===== src/rtl/fir_delay_rf.sv =====
// fir_delay_rf: multi-channel FIR register file with per-channel linear or circular (delay line) addressing.
// Define FIR_DELAY_RF_WR_FWD_EN for write-first forwarding on same-address read/write collisions.
module fir_delay_rf #(
  parameter int DEPTH  = 64,
  parameter int WIDTH  = 16,
  parameter int ADDR_W = 6,
  parameter int NCH    = 2,
  parameter int CH_W   = 1
) (
  input  logic                     clk2,
  input  logic                     rst,
  input  logic [NCH-1:0]           mode,
  input  logic                     wr_en,
  input  logic [CH_W-1:0]          wr_ch,
  input  logic [ADDR_W-1:0]        wr_addr,
  input  logic signed [WIDTH-1:0]  wr_data,
  input  logic                     rd_en,
  input  logic [CH_W-1:0]          rd_ch,
  input  logic [ADDR_W-1:0]        rd_addr,
  output logic signed [WIDTH-1:0]  rd_data,
  output logic                     rd_valid,
  input  logic                     clr_en,
  input  logic [CH_W-1:0]          clr_ch,
  output logic [NCH-1:0]           full
);
  localparam int NSLOT = 2 ** CH_W;
  localparam logic [ADDR_W:0] FULL_FILL = (ADDR_W + 1)'(DEPTH);
  function automatic logic [NSLOT-1:0] ok_mask();
    for (int i = 0; i < NSLOT; i++) ok_mask[i] = i < NCH;
  endfunction
  // Channel-select encodings beyond NCH-1 are reserved and treated as absent channels
  localparam logic [NSLOT-1:0] CH_OK = ok_mask();
  logic signed [WIDTH-1:0] mem [NCH*DEPTH];
  logic [ADDR_W-1:0] head [NCH];
  logic [ADDR_W:0] fill [NCH];
  logic wr_ok, rd_ok, clr_ok, wr_circ, rd_circ, wr_clr, rd_zero;
  logic [ADDR_W-1:0] wr_pa, rd_pa;
  logic [ADDR_W:0] wr_fill;
  logic signed [WIDTH-1:0] rd_word;
  always_comb begin
    wr_ok   = wr_en && CH_OK[wr_ch];
    rd_ok   = CH_OK[rd_ch];
    clr_ok  = clr_en && CH_OK[clr_ch];
    wr_circ = mode[wr_ch];
    rd_circ = mode[rd_ch];
    wr_clr  = clr_ok && clr_ch == wr_ch;
    // A same-cycle flush rewinds the write to slot 0 of an empty line
    wr_pa   = wr_circ ? (wr_clr ? '0 : head[wr_ch]) : wr_addr;
    wr_fill = wr_clr ? (ADDR_W + 1)'(1) : fill[wr_ch] == FULL_FILL ? fill[wr_ch] : fill[wr_ch] + 1'b1;
    rd_pa   = rd_circ ? head[rd_ch] - 1'b1 - rd_addr : rd_addr;
`ifdef FIR_DELAY_RF_WR_FWD_EN
    rd_zero = rd_circ && {1'b0, rd_addr} >= (wr_ok && wr_ch == rd_ch && wr_circ ? wr_fill : fill[rd_ch]);
    rd_word = !rd_ok || rd_zero ? '0 : wr_ok && wr_ch == rd_ch && wr_pa == rd_pa ? wr_data : mem[{rd_ch, rd_pa}];
`else
    rd_zero = rd_circ && {1'b0, rd_addr} >= fill[rd_ch];
    rd_word = !rd_ok || rd_zero ? '0 : mem[{rd_ch, rd_pa}];
`endif
  end
  always_ff @(posedge clk2) if (wr_ok) mem[{wr_ch, wr_pa}] <= wr_data;
  always_ff @(posedge clk2) begin
    if (rst) begin
      rd_data  <= '0;
      rd_valid <= 1'b0;
      full     <= '0;
      for (int c = 0; c < NCH; c++) begin
        head[c] <= '0;
        fill[c] <= '0;
      end
    end else begin
      rd_valid <= rd_en;
      if (rd_en) rd_data <= rd_word;
      for (int c = 0; c < NCH; c++) begin
        if (wr_ok && wr_circ && wr_ch == CH_W'(c)) begin
          head[c] <= wr_pa + 1'b1;
          fill[c] <= wr_fill;
          full[c] <= wr_fill == FULL_FILL;
        end else if (clr_ok && clr_ch == CH_W'(c)) begin
          head[c] <= '0;
          fill[c] <= '0;
          full[c] <= 1'b0;
        end
      end
    end
  end
endmodule

===== config.mk =====
export PLATFORM = sky130hd
export DESIGN_NAME = fir_delay_rf
export DESIGN_NICKNAME = d
export VERILOG_FILES = /design/src/rtl/fir_delay_rf.sv
export SDC_FILE = /design/constraint.sdc
export NUM_CORES = 2
export LEC_CHECK = 0
export ABC_AREA = 1
export BUFFER_PORTS_ARGS = -buffer_cell sky130_fd_sc_hd__buf_2
export CAP_MARGIN = 20
export CORE_UTILIZATION = 30
export CTS_CLUSTER_DIAMETER = 120
export DETAILED_ROUTE_END_ITERATION = 8
export HOLD_SLACK_MARGIN = 0.1
export PLACE_DENSITY = 0.4
export SYNTH_ARGS = -nofsm -noshare
export SYNTH_HDL_FRONTEND = slang
export SYNTH_SLANG_ARGS = --single-unit

===== constraint.sdc =====
create_clock -name clk2 -period 8.9 [get_ports clk2]
set_clock_uncertainty 0.05 [all_clocks]
set_input_delay 0 -clock clk2 [delete_from_list [all_inputs] [get_ports clk2]]
set_output_delay 0 -clock clk2 [all_outputs]
set_load 0.02 [all_outputs]

---- Yosys cells after proc, flatten, opt, wreduce, memory -nomap -nowiden ----
Memories as Yosys holds them, arrays and structs flattened.
Index checks and enable logic that the tools add are counted.
storage, ports and cells
  bits in registers ....................... 19
  RAM bits ................................ 2074
  input port bits ......................... 38
  output and inout bits ................... 19
  logic and storage cells ................. 84
  memories ................................ 3
operators by class
  $add $sub $neg .......................... 4
  magnitude comparators ................... 4
  equality and inequality tests ........... 3
  mux-type cells .......................... 43
  bitwise operators ....................... 10
  reduce and logical (&&, ||, !) cells .... 13
memory list
  name  words  width  read ports  clocked after memory_dff  wr ports  line  text
  mem   128    16     1           0                         1         33    logic signed [WIDTH-1:0] mem [NCH*DEPTH];
  fill  2      7      2           0                         2         35    logic [ADDR_W:0] fill [NCH];
  head  2      6      2           0                         2         34    logic [ADDR_W-1:0] head [NCH];
operators with widths
  kind                                                                   count
  6-bit 2-to-1 mux                                                       7
  7-bit 2-to-1 mux                                                       6
  1-bit 2-to-1 mux                                                       29
  16-bit 2-to-1 mux                                                      1
  7-bit == test (second input constant)                                  2
  1-bit logical AND                                                      9
  1-bit OR                                                               8
  7-bit by 1-bit adder with 7-bit output (second input constant)         1
  6-bit by 7-bit >= comparator with 1-bit output                         1
  6-bit by 1-bit adder with 6-bit output (second input constant)         1
  1-bit by 2-bit < comparator with 1-bit output (second input constant)  3
  6-bit by 1-bit subtractor with 6-bit output (second input constant)    1
  6-bit subtractor                                                       1
  2-bit nonzero test                                                     2
  1-bit NOT                                                              2
  1-bit == test                                                          1
  1-bit logical NOT                                                      1
  1-bit logical OR                                                       1

---- Depth between registers and ports, before layout ----
  word-level depth ........................ 10
  depth in mapped cells ................... 24

---- Least setup slack after synthesis ----
OpenSTA, ideal clock, no wires.
  path type ............................... input -> register
  start point ............................. input rd_ch
  end point ............................... register rd_data[11]
  arrival time ............................ 2.943 ns
  slack ................................... 5.775 ns
  stages on the path ...................... 18
  buffers on the path ..................... 5
  cell sequence ........................... clkbuf_1 > clkbuf_1 > buf_1 > o21ai_0 > ha_1 > fa_1 > xnor2_1 > nand2_1 > o21ai_2 > buf_2 > clkbuf_1 > nand3_1 > nand3_1 > nand3_1 > nand3_1 > nand3_1 > nand3_1 > a21oi_1
on the way
  cells in the longest elaborated chain, start to end .. 6
ends and longest elaborated chain
  what                                         line  text
  start, declared                              18    input logic [CH_W-1:0] rd_ch,
  memory read 2 x 6 bit                        n/a
  6-bit by 1-bit subtractor with 6-bit output  50    rd_pa = rd_circ ? head[rd_ch] - 1'b1 - rd_addr : rd_addr;
  6-bit subtractor                             50
  6-bit 2-to-1 mux                             50
  memory read 128 x 16 bit                     n/a
  16-bit 2-to-1 mux *                          56    rd_word = !rd_ok || rd_zero ? '0 : mem[{rd_ch, rd_pa}];
  end signal, assigned                         71    if (rd_en) rd_data <= rd_word;
  end, declared                                20    output logic signed [WIDTH-1:0] rd_data,
Mark *: on every way between the ends. The rest lies on a longest branch, timed or not. The select of a mux whose other input is x is not followed.
A chain may end at the register's enable or synchronous reset.

---- Worst setup path after layout ----
  start point ............................. input rd_ch
  end point ............................... register rd_data[15]
Same word-level chain as after synthesis.

==> out/results.ini <==
[floorplanning]
core_sq_um=292000
io_pins=57
die_h_microns=545
initial_core_util_pct=30.3
die_w_microns=545
die_area_sq_um=297000
row_count=198

[yosys]
yosysSeqAreaShare_pct=70.7
synthDistinctLibCells=36
synthFlopType=edfxtp_1
synthArstFlopShare_pct=0
avgSynthCellArea_sq_um=11.0
synth_cells=8040
synth_top_family_by_area=simple AND/OR/NAND/NOR gates
synth_seq_cells=2093
synthAdderAreaFrac_pct=0.221
ys_warn_count=0
synth_nets=8093
synthesis.area_sq_um=88400
synth_xor_area_share_pct=0.109
synth_mux_area_share_pct=0.0226
synth_edf_count=2061
synth_compound_area_share_pct=0.873
synth-simple-area-share_pct=21.5

[cts]
clockBufferDepth=4
postCtsResizedCells=0
clkSlewWorstSetupHoldPaths_ns=0.06
clkSinkCount=2093
numCtsBuffers=239
htreeDepth=4
cts_root_buf=clkbuf_16
cts_tree=done
clk_latency_ns=0.96

[placement]
hpwl_microns=169000
place_ws_ns=3.19
place_area_sq_um=94000
io_buffers=56
post-place-cells=11800
place.gp.congestion=0.808

[setup_path]
critical_path.slowest_cell=nand2_4
cp-start-kind=primary input
cpPeakStageDelay_ns=0.62
critPathKind=primary input to flip-flop
rrSetupSlack_ns=2.75
path_cells=dlygate4sd3_1 > buf_2 > buf_4 > inv_2 > buf_4 > nand2_1 > nand3_2 > buf_4 > nand2_4 > buf_4 > buf_4 > nand2_1 > nand3_1 > nand3_1 > nand3_1 > nand3_1 > nand3_1 > nand2_1 > nand2_1 > dlygate4sd3_1 > nand3_1 > dlygate4sd3_1 > a21oi_1
worst-path-max-fanout=48
critPathRequiredTime_ns=9.65
r2r_start=head[0][0]
cp-startpoint=rd_ch
r2r_cells=21
crit_top_cell=nand3_1
arrival_ns=7.04
crit-reg2reg-capture=rd_data[15]
crit_path_end=rd_data[15]
worst_setup_path_end_kind=flip-flop

[final_layout]
drive_above_1_share_pct=8.12
fin_cells=12300
final_common_cell=nand2_1
ff_latch_area_sq_um=62500
layout_common_cells=2163 x nand2_1, 2061 x edfxtp_1, 2004 x nand3_1
fin_area_sq_um=102000
finish.utilization_pct=34.9
area_growth_pct=15.3
fin_nets=8219
multi_input_area_sq_um=20400
n_fill_cell=28900

[drt]
wl_met3_microns=16600
firstDrtPassIters=8
viasPerCell=4.87
drt_iter0_markers=5326
top_layer=met5
final_antenna_net_count=0
wl_met2_microns=143000
drc=0
drt_wl_total_microns=308000
vias=59800
wl_per_cell_microns=25.1
wl_met1_microns=140000

[timing]
post-route-period-util_pct=70.7
fin_setup_tns_ns=0
max_freq_mhz=159
rsz0062_at_grt=false
hold_viol_final=0
setup_slack_ns=2.61
finalSetupViolCount=0
period_minus_slack_ns=6.29
relSlewSlack_pct=25.7
worst_pin_slew_ns=1.11
holdWs_ns=0.135
slew_viol_final=0

[power]
sw_frac_of_total_pct=28.0
power_mw=23.3
power.share.sequential_pct=46.8
power_density_nw_per_um2=229
clkPwrFrac_pct=39.9
vdd_ir_drop_max_v=0.000180
leakage_nw=38.4
comb_power_share_pct=13.4
p_int_mw=16.8
power_switching_mw=6.53

[grt]
grt_usage_pct=20.5
grt_max_degree=109
grt_pass1_vias=57400
grt_overflow=0
grt_pass1_wl_microns=437000
antenna_found_initial=24

[worst_hold_path]
min_path_type=primary input to flip-flop

[outcome]
status=completed

[job]
maxCapViolCount=0

==> power by group through the flow <==
stage / Clock (mW) / Combinational (mW) / Sequential, mW
6_report: 9.31 / 3.12 / 10.9
5_1_grt: 9.89 / 3.37 / 10.9
4_1_cts: 9.54 / 3.17 / 10.9
3_5_place_dp: 0 / 3.13 / 11.1
3_3_place_gp: 0 / 3.14 / 11.1
2_1_floorplan: 0 / 1.68 / 11.1
==> worst min path at each step <==
| stage | start | endpoint | slack [ns] | cells after the start |
|---|---|---|---|---|
| 2_1_floorplan | wr_data[0] | mem[0][0] | 0.05 | 0 |
| 3_3_place_gp | clr_ch | full[1] | 0.32 | 4 |
| 3_5_place_dp | clr_ch | full[1] | 0.33 | 4 |
| 4_1_cts | wr_data[4] | mem[65][4] | 0.10 | 2 |
| 5_1_grt | wr_data[4] | mem[65][4] | 0.11 | 2 |
| 6_report | wr_data[8] | mem[55][8] | 0.14 | 2 |
==> kinds of logic (layout without fill, tap and decap cells) <==
logic type	after synthesis	in the layout
and+or+nand+nor	4375	4375
adders and majority gates	15	15
muxes	2	2
xor gates and xnor gates	11	11
AOI/OAI and AO/OA	121	121
DFF	2093	2093
other	0	10
buffers and inverters	1423	1744
==> registers in the layout (all words and copies together), names as in the netlist <==
| signal | cells |
|---|---|
| rd_valid | 1 |
| head | 12 |
| fill | 14 |
| mem | 2048 |
| rd_data | 16 |
| full | 2 |
==> Yosys cell counts, types with 2 or more instances <==
| library cell | number | area, sq um |
|---|---|---|
| nand3_1 | 2012 | 10100 |
| clkinv_1 | 3 | 11.3 |
| clkbuf_1 | 84 | 315 |
| nand2_2 | 4 | 25.0 |
| a21oi_1 | 34 | 170 |
| buf_2 | 342 | 1710 |
| nand2_1 | 2165 | 8130 |
| o211ai_1 | 50 | 375 |
| mux2i_1 | 2 | 20.0 |
| o2111ai_1 | 4 | 35.0 |
| o21ai_0 | 21 | 105 |
| nand4_1 | 6 | 37.5 |
| buf_4 | 5 | 37.5 |
| buf_1 | 43 | 161 |
| xor2_1 | 7 | 61.3 |
| dfxtp_1 | 32 | 641 |
| o22ai_1 | 3 | 18.8 |
| nor3_1 | 8 | 40.0 |
| xnor2_1 | 4 | 35.0 |
| nor2_1 | 166 | 623 |
| a211oi_1 | 2 | 15.0 |
| or2_2 | 11 | 68.8 |
| inv_2 | 3 | 11.3 |
| edfxtp_1 | 2061 | 61900 |
| a22oi_1 | 2 | 15.0 |
| inv_1 | 943 | 3540 |
| ha_1 | 14 | 175 |
==> final cells by class <==
type | instances | share of cell area, %
diodes | 10 | 0.0246
clock buffers | 314 | 6.20
clock inverters | 122 | 0.892
inverters | 949 | 3.51
multi-input cells | 4524 | 20.0
flip-flops and latches | 2093 | 61.3
well taps | 3900 | 4.79
repair buffers | 359 | 3.23
==> worst max-delay path: cells and delay by family <==
| kind | cells | cell delay [ns] |
|---|---|---|
| compound gates | 1 | 0.07 |
| buf+inv | 10 | 4.35 |
| simple gates | 12 | 2.46 |
==> per-layer routing <==
| metal | global-route usage [%] | up-vias |
|---|---|---|
| met5 | 0 | - |
| met4 | 5.17 | 2 |
| met3 | 2.95 | 400 |
| met2 | 33.0 | 1625 |
| met1 | 28.8 | 30100 |
| li1 | - | 27600 |
==> what timing repair did <==
action | CTS | global route
hold endpoints to repair | 1352 | 0
hold buffers | 67 | 0
setup buffers | 0 | 0
Note: power is estimated with default switching activity, not from simulation.
